--- src/rtl/antirebote_multicanal_if.sv ---
`default_nettype none
// ============================================================================
// antirebote_multicanal_if: button inputs, mode select and conditioned outputs
// Revision 1.0
// ============================================================================
interface antirebote_multicanal_if #(
  parameter int N_CH = 4
);
  logic [N_CH-1:0] btn_i;
  logic [N_CH-1:0] mode_i;
  logic [N_CH-1:0] btn_signal_o;
  logic [N_CH-1:0] press_o;
  logic [N_CH-1:0] release_o;

  modport master (
    output btn_i,
    output mode_i,
    input  btn_signal_o,
    input  press_o,
    input  release_o
  );

  modport slave (
    input  btn_i,
    input  mode_i,
    output btn_signal_o,
    output press_o,
    output release_o
  );
endinterface
`default_nettype wire

--- src/rtl/antirebote_multicanal.sv ---
`default_nettype none
// ============================================================================
// antirebote_multicanal: per-channel synchroniser, stability-count debouncer,
// press/release pulses and toggle latch.  Revision 1.0
// ============================================================================
module antirebote_multicanal #(
  parameter int N_CH        = 4,
  parameter int CNT_MAX     = 100000,
  parameter int SYNC_STAGES = 2
) (
  input  logic                  clck_i,
  input  logic                  rst_i,
  antirebote_multicanal_if.slave bus
);
  localparam int            CW     = $clog2(CNT_MAX + 1);
  localparam logic [CW-1:0] C_LAST = CW'(CNT_MAX - 1);

  genvar c;
  generate
    for (c = 0; c < N_CH; c++) begin : g_ch
      logic [SYNC_STAGES-1:0] r_sync;
      logic [CW-1:0]          r_cnt;
      logic                   r_stable;
      logic                   r_tog;
      logic                   r_press;
      logic                   r_release;
      logic                   w_s;

      assign w_s = r_sync[SYNC_STAGES-1];

      always_ff @(posedge clck_i) begin
        if (!rst_i) begin
          r_sync    <= '0;
          r_cnt     <= '0;
          r_stable  <= 1'b0;
          r_tog     <= 1'b0;
          r_press   <= 1'b0;
          r_release <= 1'b0;
        end else begin
          r_sync    <= {r_sync[SYNC_STAGES-2:0], bus.btn_i[c]};
          r_press   <= 1'b0;
          r_release <= 1'b0;
          // Any cycle of agreement restarts the stability window.
          if (w_s == r_stable) begin
            r_cnt <= '0;
          end else if (r_cnt == C_LAST) begin
            r_stable  <= w_s;
            r_cnt     <= '0;
            r_press   <= w_s;
            r_release <= ~w_s;
            if (w_s) begin
              r_tog <= ~r_tog;
            end
          end else begin
            r_cnt <= r_cnt + 1'b1;
          end
        end
      end

      assign bus.btn_signal_o[c] = bus.mode_i[c] ? r_tog : r_stable;
      assign bus.press_o[c]      = r_press;
      assign bus.release_o[c]    = r_release;
    end
  endgenerate
endmodule
`default_nettype wire

--- src/flat_wrapper.sv ---
// flat-port wrapper written by rule: the top's interface ports become plain ports
module antirebote_multicanal_flat 
#(
  parameter int N_CH        = 4,
  parameter int CNT_MAX     = 100000,
  parameter int SYNC_STAGES = 2
)
  (clck_i, rst_i, bus_btn_i, bus_mode_i, bus_btn_signal_o, bus_press_o, bus_release_o);
  antirebote_multicanal_if #(.N_CH(N_CH)) bus_i ();
  input  logic clck_i;
  input  logic rst_i;
  input wire logic [$bits(bus_i.btn_i)-1:0] bus_btn_i;
  input wire logic [$bits(bus_i.mode_i)-1:0] bus_mode_i;
  output wire logic [$bits(bus_i.btn_signal_o)-1:0] bus_btn_signal_o;
  output wire logic [$bits(bus_i.press_o)-1:0] bus_press_o;
  output wire logic [$bits(bus_i.release_o)-1:0] bus_release_o;
  assign bus_i.btn_i = bus_btn_i;
  assign bus_i.mode_i = bus_mode_i;
  assign bus_btn_signal_o = bus_i.btn_signal_o;
  assign bus_press_o = bus_i.press_o;
  assign bus_release_o = bus_i.release_o;
  antirebote_multicanal #(.N_CH(N_CH), .CNT_MAX(CNT_MAX), .SYNC_STAGES(SYNC_STAGES)) u_core (.clck_i(clck_i), .rst_i(rst_i), .bus(bus_i));
endmodule
--- config.mk ---
export PLATFORM = sky130hd
export DESIGN_NAME = antirebote_multicanal_flat
export DESIGN_NICKNAME = d
export VERILOG_FILES = /design/src/rtl/antirebote_multicanal_if.sv /design/src/rtl/antirebote_multicanal.sv /design/src/flat_wrapper.sv
export SDC_FILE = /design/constraint.sdc
export NUM_CORES = 1
export LEC_CHECK = 0
export CORE_MARGIN = 4
export CORE_UTILIZATION = 55
export DETAILED_ROUTE_END_ITERATION = 10
export GPL_TIMING_DRIVEN = 1
export PLACE_DENSITY_LB_ADDON = 0.1
export SYNTH_ARGS = -nofsm -noshare
export SYNTH_HDL_FRONTEND = slang
export SYNTH_SLANG_ARGS = --single-unit
--- constraint.sdc ---
create_clock -name clck_i -period 2.4 [get_ports clck_i]
set_input_delay 0.48 -clock clck_i [delete_from_list [all_inputs] [get_ports clck_i]]
set_output_delay 0.48 -clock clck_i [all_outputs]
set_load 0.02 [all_outputs]
==> results.md, run 1 <==
* GRT overflow at 0
* FMAX at 427 MHz
* Worst path arrival time at 1.86 ns
* Fin. Hold Viols at 0
* Internal reg-to-reg setup slack at 0.37 ns
* Clock Skews at 0.00951 ns
* Avg Cell Area, Syn at 9.21 µm²
* Die Span Y at 94.6 µm
* Yosys top cell by area: dfxtp_1
* Internal at 2.41 mW
* Area growth from synthesis to layout at 12.0%
* Detailed-route wire length at 7390 µm
* Most frequent CP cell: clkdlybuf4s50_1
* Final worst path period share at 0.976
* Netlist cell types at 47
* Nets at 476
* Total number of vias at 3073
* Tmin final at 2.34 ns
* Worst R2R Path Depth at 4
* Routed Antenna Nets at 0
* Die X at 94.6 µm
* Core area at 0.00729 mm²
* Status: finished clean
* Initial antenna violation count at 0
* Final slew viol count at 0
* Fraction of layout cells with a size suffix above 1 at 0.0773
* Ant. Diodes at 0
* GRT Util Overall at 0.179
* CTS tree: done
* Synthesized area at 0.00413 mm²
* Clock transition at path regs at 0.09 ns
* GR peak layer: met2
* Die Area at 0.00895 mm²
* Num CTS Buffers at 9
* Rel. slew slack at 0.524
* Worst slew pin tran at 0.712 ns
* WL per Instance at 13.1 µm
* Met2 usage at 0.294
* Max VDD drop at 412 µV
* Switching share of power at 0.182
* Start point of the worst hold path: u_core.g_ch[1].r_sync[0]
* Largest net degree at the start of global routing at 32
* Final setup fails at 0
* CTS Buffer Depth at 2
* Sequential fraction of the synthesis area at 0.446
* Row count at 31
* Critical Path RT at 1.92 ns
* Post-CTS Setup Bufs at 0
* Post-DP HPWL at 5080 µm
* Resized Gates After CTS at 0
* Crit path cell chain: clkdlybuf4s50_1 > mux2_2 > clkdlybuf4s50_1
* Hold Crit Class: reg2reg
* Root Buffer: clkbuf_8
* GR Util met1 at 0.224
* First-pass DRT Iterations at 4
* H-tree levels at 3
* Clock share of power at 0.460
* 1st-iter DRT viols at 86
* CP max stage delay at 0.54 ns
* Power share of the combinational group at 0.017
* I/O pins at 22
* Final setup TNS at 0 ns
* Reg2reg start: u_core.g_ch[1].r_cnt[9]
* Initial Util at 0.566
* Net count after synthesis at 462
* Flops & latches, synth at 92
* Clk_lat worst skew at 0.35 ns
* Synth area leaders: dfxtp_1, xnor2_1, nor2_1
* Leak Pwr at 1.44 nW
* PortBufs at 21
* Critical path launch point: bus_mode_i[3]
* Final Power at 2.94 mW
* Worst R2R End: u_core.g_ch[1].r_cnt[15]
* Max-cap viol count at 0
* Gate Count Post-Synth at 448
* DR DRC count at 0
* Routability-driven placement congestion ratio at 0.792
* Met3 usage in global routing at 0.0518
* Worst hold path cell count at 1
* Critical path's slowest cell: clkdlybuf4s50_1
* End of the worst hold path: u_core.g_ch[1].r_sync[1]
* PwrDens at 636 mW/mm²
* Top cell type's share of synthesized area at 0.446
* Sequential group share of total power at 0.523
* Routed vias/inst at 5.44
* Clock sink count at 92
* Sw power at 0.534 mW
* CTS Hold Buffers Added at 0
* Endpoint class of the critical path: output port
* CP startpoint kind: input port
* WS Path Type: in2out
* Number of global-route vias before repair at 2858
* RSZ-0062 raised after global routing: no
* Finished Core Util at 0.634
* Crit Path Max Fanout at 1
* First-pass GRT wire length at 12800 µm
* Yosys warns at 0
-- state kept, by name (all words and copies together), names as in the netlist --
register	count
u_core.g_ch.r_cnt	68
u_core.g_ch.r_stable	4
u_core.g_ch.r_release	4
u_core.g_ch.r_sync	8
u_core.g_ch.r_press	4
u_core.g_ch.r_tog	4
-- cell usage after synthesis, drive strengths merged --
master	instances
o41ai	2
or3b	3
dfxtp	92
nand4b	2
nand2	23
or3	3
o21ai	1
nand3	24
nor4	19
and3	8
ha	4
nand4	27
buf	15
nand4bb	2
nor3b	3
nor4b	3
clkbuf	7
mux2	4
nor3	14
inv	7
or2b	1
a21oi	2
and4	8
or4bb	3
nand2b	3
or2	1
and2	8
nor2b	12
or4	3
clkdlybuf4s50	1
nor2	71
xnor2	36
or4b	2
xor2	22
o211ai	3
and4b	1
mux2i	8
-- cell type report --
| cell class | count | area, µm² |
|---|---|---|
| inverters | 7 | 26.3 |
| well taps | 99 | 124 |
| repair buffers | 26 | 248 |
| clock inverters | 4 | 120 |
| fillers | 669 | 2670 |
| flip-flops and latches | 92 | 1840 |
| multi-input cells | 326 | 2110 |
| clock buffers | 11 | 151 |
-- layer usage --
metal | up-vias | wire [µm]
met4 | 0 | 101
met2 | 53 | 3440
met5 | - | 0
met1 | 1423 | 3540
li1 | 1587 | -
met3 | 10 | 307
-- per-stage QoR --
stage / cells / hold WS, ns / cell area (µm²) / worst slack (ns)
4_1_cts: 565 / 0.447 / 4620 / 0.0320
5_1_grt: 565 / 0.459 / 4620 / 0.00903
3_5_place_dp: 550 / 0.419 / 4350 / 0.0388
3_3_place_gp: 550 / 0.414 / 4350 / 0.0341
6_report: 565 / 0.446 / 4620 / 0.0574
2_1_floorplan: 448 / 0.412 / 4130 / 0.514
-- worst max-delay path: cells and delay by family --
family   cells  cell delay, ns
mux          1            0.35
buf+inv      2            1.03
-- power by group through the flow --
stage | Clock [mW] | Sequential (mW) | Combinational [mW]
floorplan | 0 | 1.57 | 0.0310
global placement | 0 | 1.57 | 0.0501
detailed placement | 0 | 1.57 | 0.0514
CTS | 1.40 | 1.54 | 0.0516
global route | 1.45 | 1.54 | 0.0557
finish | 1.35 | 1.54 | 0.0502
-- placed cells by master (no fill, tap or decap), drive strengths merged, types with 2 or more instances in the layout --
| cell type | instances |
|---|---|
| or3 | 3 |
| nand2b | 3 |
| mux2i | 8 |
| ha | 4 |
| dfxtp | 92 |
| mux2 | 4 |
| nand3 | 24 |
| buf | 5 |
| bufinv | 4 |
| and3 | 8 |
| or4 | 3 |
| o41ai | 2 |
| nor4 | 19 |
| nor2b | 12 |
| xnor2 | 36 |
| nand4bb | 2 |
| and2 | 8 |
| a21oi | 2 |
| o211ai | 3 |
| nor4b | 3 |
| nor2 | 71 |
| or4b | 2 |
| and4 | 8 |
| or4bb | 3 |
| nand4 | 27 |
| or3b | 3 |
| clkbuf | 11 |
| nor3b | 3 |
| nor3 | 14 |
| inv | 7 |
| nand4b | 2 |
| xor2 | 22 |
| clkdlybuf4s50 | 21 |
| nand2 | 23 |
-- cell families after synthesis --
logic type / synth area share
AO/OA/AOI/OAI: 0.0179
XOR/XNOR: 0.123
flip-flops: 0.446
buffers and inverters: 0.0421
adder cells (fa/ha/maj): 0.0121
multiplexers: 0.0303
AND/OR/NAND/NOR: 0.328
-- worst max-delay path by stage --
stage                                     to  slack, ns  depth (start not counted)
floorplan           u_core.g_ch[1].r_cnt[16]       0.51                          5
global placement         bus_btn_signal_o[3]       0.03                          3
detailed placement       bus_btn_signal_o[3]       0.04                          3
CTS                      bus_btn_signal_o[3]       0.03                          3
global route             bus_btn_signal_o[3]      0.009                          3
finish                   bus_btn_signal_o[3]       0.06                          3
No activity file was read; power rests on OpenSTA's default activity.
==> inputs of run 2 (changes only) <==
Settings changed: MAX_ROUTING_LAYER from default to met4, PLACE_DENSITY from default to 0.74, PLACE_DENSITY_LB_ADDON 0.1 to default, SKIP_CTS_REPAIR_TIMING from default to 1.
==> results.md, run 2 (synthesis results as in run 1) <==
* Final worst path period share at 0.981 (+0.00466)
* RSZ-0062 raised after global routing: no
* Num CTS Buffers at 9 (unchanged)
* CTS Buffer Depth at 2 (unchanged)
* Filler cells at 658 (-1.6%)
* Max reg flops at 68 (unchanged)
* I/O pins at 22 (unchanged)
* Setup crit end: bus_btn_signal_o[3]
* Total number of vias at 3006 (-2.2%)
* Internal reg-to-reg setup slack at 0.35 ns (-0.02 ns)
* Ant. Diodes at 0 (unchanged)
* GRT overflow at 0 (unchanged)
* Area of the multi-input gates at 0.00211 mm² (unchanged)
* Initial antenna violation count at 0 (unchanged)
* Worst R2R Path Depth at 5 (+1)
* Area growth from synthesis to layout at 9.15%
* Nets at 474 (-0.42%)
* Die Area at 0.00895 mm² (unchanged)
* Die X at 94.6 µm (unchanged)
* CP startpoint kind: input port
* Rel. slew slack at 0.530 (+0.00577)
* Max-cap viol count at 0 (unchanged)
* FMAX at 425 MHz (-0.48%)
* Number of global-route vias before repair at 2861 (+0.10%)
* DR DRC count at 0 (unchanged)
* Core area at 0.00729 mm² (unchanged)
* Routed Antenna Nets at 0 (unchanged)
* Largest net degree at the start of global routing at 32 (unchanged)
* Leak Pwr at 1.37 nW (-4.6%)
* Largest registers: u_core.g_ch.r_cnt: 68 flops, u_core.g_ch.r_sync: 8 flops
* Die Span Y at 94.6 µm (unchanged)
* Top reg by flops: u_core.g_ch.r_cnt
* Routability-driven placement congestion ratio at 0.823 (+3.9%)
* First-pass DRT Iterations at 4 (unchanged)
* Root Buffer: clkbuf_8
* Row count at 31 (unchanged)
* Fin. Hold Viols at 0 (unchanged)
* Clock transition at path regs at 0.08 ns (about the same)
* FF+latch area at 0.00184 mm² (unchanged)
* Most frequent cells in the layout: dfxtp_1, nor2_1, xnor2_1
* Reg2reg start: u_core.g_ch[1].r_cnt[0]
* Max VDD drop at 407 µV (-1.2%)
* Final setup TNS at 0 ns (unchanged)
* Clock Skews at 0.00803 ns (-0.00148 ns)
* Finished Core Util at 0.618 (-0.0161)
* Tmin final at 2.35 ns (+0.0112 ns)
* Post-DP HPWL at 5020 µm (-1.2%)
* Crit Path Max Fanout at 1 (unchanged)
* GRT Util Overall at 0.178 (-0.000642)
* WL per Instance at 12.4 µm (-5.4%)
* Status: finished clean
* 1st-iter DRT viols at 102 (+19%)
* Commonest non-fill, non-tap cell in the layout: dfxtp_1
* Critical Path RT at 1.92 ns (about the same)
* Fraction of layout cells with a size suffix above 1 at 0.0731 (-0.00413)
* Worst path arrival time at 1.87 ns (about the same)
* Worst slew pin tran at 0.704 ns (-0.00862 ns)
* PwrDens at 551 mW/mm² (-13%)
* Worst R2R End: u_core.g_ch[1].r_cnt[13]
* First-pass GRT wire length at 12500 µm (-2.2%)
* H-tree levels at 3 (unchanged)
* Detailed-route wire length at 6980 µm (-5.5%)
* PortBufs at 21 (unchanged)
* Hold Crit Class: reg2reg
* Routed vias/inst at 5.33 (-2.0%)
* CTS tree: done
* Endpoint class of the critical path: output port
* WS Path Type: in2out
* Critical path launch point: bus_mode_i[3]
* Final slew viol count at 0 (unchanged)
* Final setup fails at 0 (unchanged)
* Clock sink count at 92 (unchanged)
* Clk_lat worst skew at 0.35 ns (about the same)
* Initial Util at 0.566 (unchanged)
-- run 2: report_power, final --
group | leakage [nW] | total, mW | internal, mW | switching, mW
combinational | 0.553 | 0.0501 | 0.0260 | 0.0241
sequential | 0.743 | 1.54 | 1.53 | 0.00523
clock | 0.0783 | 0.894 | 0.374 | 0.520
total | 1.37 | 2.48 | 1.93 | 0.549
-- run 2: layout make-up --
cell class | count | area share
Multi-Input combinational cell | 326 | 0.469
Tap cell | 99 | 0.0275
Timing Repair Buffer | 24 | 0.0517
Inverter | 7 | 0.00583
Sequential cell | 92 | 0.409
Clock buffer | 10 | 0.0283
Clock inverter | 6 | 0.00916
-- run 2: layer usage --
layer  global-route usage  share of wire
met1                0.215           0.48
met2                0.289           0.47
met3               0.0494          0.038
met4               0.0541          0.010
met5                    -              0
-- run 2: worst max-delay path, cell delays in order --
cell,delay (ns)
clkdlybuf4s50_1,0.49
mux2_2,0.36
clkdlybuf4s50_1,0.54
-- run 2: stage by stage --
stage	cells	hold WS (ns)	total power [mW]	setup slack, ns	cell area [µm²]
after floorplan	448	0.412	1.60	0.514	4130
after global placement	548	0.415	1.62	0.0396	4340
after detailed placement	548	0.422	1.63	0.0413	4340
after CTS	564	0.434	2.52	0.0352	4510
after global routing	564	0.446	2.60	0.0135	4510
final	564	0.433	2.48	0.0462	4510
-- run 2: worst min path at each step --
stage,from,end,slack (ns),cells past startpoint
detailed placement,u_core.g_ch[0].r_sync[0],u_core.g_ch[0].r_sync[1],0.42,1
global route,u_core.g_ch[3].r_sync[0],u_core.g_ch[3].r_sync[1],0.45,1
CTS,u_core.g_ch[3].r_sync[0],u_core.g_ch[3].r_sync[1],0.43,1
finish,u_core.g_ch[3].r_sync[0],u_core.g_ch[3].r_sync[1],0.43,1
global placement,u_core.g_ch[3].r_sync[0],u_core.g_ch[3].r_sync[1],0.41,1
floorplan,u_core.g_ch[0].r_sync[0],u_core.g_ch[0].r_sync[1],0.41,1
==> inputs of run 3 (changes only) <==
Settings changed: CORE_UTILIZATION 55 to 45, PLACE_DENSITY 0.74 to default, SKIP_CTS_REPAIR_TIMING 1 to default.
==> results.md, run 3 (synthesis results as in run 1) <==
* Final worst path period share at 0.955 (-0.0254)
* Detailed-route wire length at 7060 µm (+1.1%)
* 1st-iter DRT viols at 79 (-23%)
* PwrDens at 556 mW/mm² (+0.83%)
* I/O pins at 22 (unchanged)
* Final slew viol count at 0 (unchanged)
* Commonest non-fill, non-tap cell in the layout: dfxtp_1
* Post-CTS Setup Bufs at 0
* Worst hold path cell count at 1 (unchanged)
* Largest registers: u_core.g_ch.r_cnt: 68 flops, u_core.g_ch.r_sync: 8 flops
* Rel. slew slack at 0.507 (-0.0223)
* Number of global-route vias before repair at 2773 (-3.1%)
* Leak Pwr at 1.40 nW (+2.2%)
* Most frequent CP cell: clkdlybuf4s50_1
* FMAX at 436 MHz (+2.7%)
* Num CTS Buffers at 9 (unchanged)
* Critical path's slowest cell: clkdlybuf4s50_1
* Routed Antenna Nets at 0 (unchanged)
* CP max stage delay at 0.54 ns (about the same)
* Worst path bufs/invs at 2 (unchanged)
* GRT overflow at 0 (unchanged)
* Status: finished clean
* Hold Crit Class: reg2reg
* Clk_lat worst skew at 0.35 ns (about the same)
* Root Buffer: clkbuf_8
* DR DRC count at 0 (unchanged)
* Clock sink count at 92 (unchanged)
* Fraction of layout cells with a size suffix above 1 at 0.0690 (-0.00415)
* Core area at 0.00881 mm² (+21%)
* Die Area at 0.0108 mm² (+20%)
* RSZ-0062 raised after global routing: no
* Crit path cell chain: clkdlybuf4s50_1 > mux2_2 > clkdlybuf4s50_1
* Largest net degree at the start of global routing at 32 (unchanged)
* Cell count along the critical path at 3 (unchanged)
* Clock transition at path regs at 0.08 ns (about the same)
* First-pass GRT wire length at 12600 µm (+0.55%)
* Post-DP HPWL at 4910 µm (-2.2%)
* Initial antenna violation count at 0 (unchanged)
* Routed vias/inst at 5.24 (-1.7%)
* WS Path Type: in2out
* Final Power at 2.51 mW (+1.1%)
* Area growth from synthesis to layout at 9.49%
* Final setup fails at 0 (unchanged)
* Worst slew pin tran at 0.737 ns (+0.0334 ns)
* Fin. Hold Viols at 0 (unchanged)
* H-tree levels at 3 (unchanged)
* Die Span Y at 104 µm (+9.7%)
* Max VDD drop at 243 µV (-40%)
* Ant. Diodes at 0 (unchanged)
* Final setup TNS at 0 ns (unchanged)
* Crit Path Max Fanout at 1 (unchanged)
* Worst R2R Path Depth at 5 (unchanged)
* CTS tree: done
* Max reg flops at 68 (unchanged)
* Row count at 34 (+9.7%)
* Max-cap viol count at 0 (unchanged)
* CTS Hold Buffers Added at 0
* First-pass DRT Iterations at 4 (unchanged)
* Total number of vias at 2998 (-0.27%)
* PortBufs at 21 (unchanged)
* WL per Instance at 12.3 µm (-0.30%)
* Tmin final at 2.29 ns (-0.0609 ns)
* CP startpoint kind: input port
* CTS Buffer Depth at 2 (unchanged)
* Endpoint class of the critical path: output port
* Top reg by flops: u_core.g_ch.r_cnt
* Die X at 104 µm (+9.7%)
* Clock Skews at 0.0103 ns (+0.00230 ns)
* Nets at 474 (unchanged)
* Worst path arrival time at 1.81 ns (-0.06 ns)
* Routability-driven placement congestion ratio at 0.846 (+2.9%)
* Delay-heaviest family, CP: buffers and inverters
* Critical Path RT at 1.92 ns (about the same)
* Initial Util at 0.469 (-0.0973)
* Resized Gates After CTS at 0
* Most frequent cells in the layout: dfxtp_1, nor2_1, xnor2_1
* GRT Util Overall at 0.143 (-0.0349)
==> run 3: per-stage QoR <==
| stage | instance area, µm² | setup WS [ns] | instances | utilization | hold WS (ns) |
|---|---|---|---|---|---|
| after global placement | 4350 | 0.0282 | 557 | 0.494 | 0.416 |
| after floorplan | 4130 | 0.514 | 448 | - | 0.412 |
| after global routing | 4520 | 0.0815 | 572 | 0.513 | 0.449 |
| after CTS | 4520 | 0.0216 | 572 | 0.513 | 0.439 |
| final | 4520 | 0.107 | 572 | 0.513 | 0.438 |
| after detailed placement | 4350 | 0.0329 | 557 | 0.494 | 0.418 |
==> run 3: power breakdown <==
| group | internal, mW | switching (mW) | total (mW) |
|---|---|---|---|
| Sequential | 1.53 | 0.00501 | 1.54 |
| Clock | 0.426 | 0.496 | 0.922 |
| Combinational | 0.0260 | 0.0247 | 0.0506 |
| Total | 1.98 | 0.526 | 2.51 |
==> run 3: worst paths after layout <==
check | from | slack, ns | end
max reg2reg | u_core.g_ch[1].r_cnt[0] | 0.37 | u_core.g_ch[1].r_cnt[16]
max | bus_mode_i[0] | 0.11 | bus_btn_signal_o[0]
min | u_core.g_ch[0].r_sync[0] | 0.44 | u_core.g_ch[0].r_sync[1]
min reg2reg | u_core.g_ch[0].r_sync[0] | 0.44 | u_core.g_ch[0].r_sync[1]
==> run 3: metal layers <==
layer,vias to the layer above,global-route usage,routed length (µm)
li1,1580,-,-
met1,1374,0.178,3480
met2,36,0.223,3270
met3,8,0.0379,213
met4,0,0.0579,91
met5,-,-,0
==> run 3: final cells by class <==
cell class,count,area [µm²]
fill,831,4290
multi-input combinational,326,2110
sequential,92,1840
timing repair buffer,24,235
clock buffer,13,159
tap,108,135
inverter,7,26.3
clock inverter,2,10.0
==> run 3: worst reg2reg max path, cell delays in order (launching register included) <==
cell and delay, ns:
dfxtp_1 0.40, ha_1 0.25, nand4_1 0.24, or4_4 0.64, o211ai_4 0.26, nor2_1 0.11
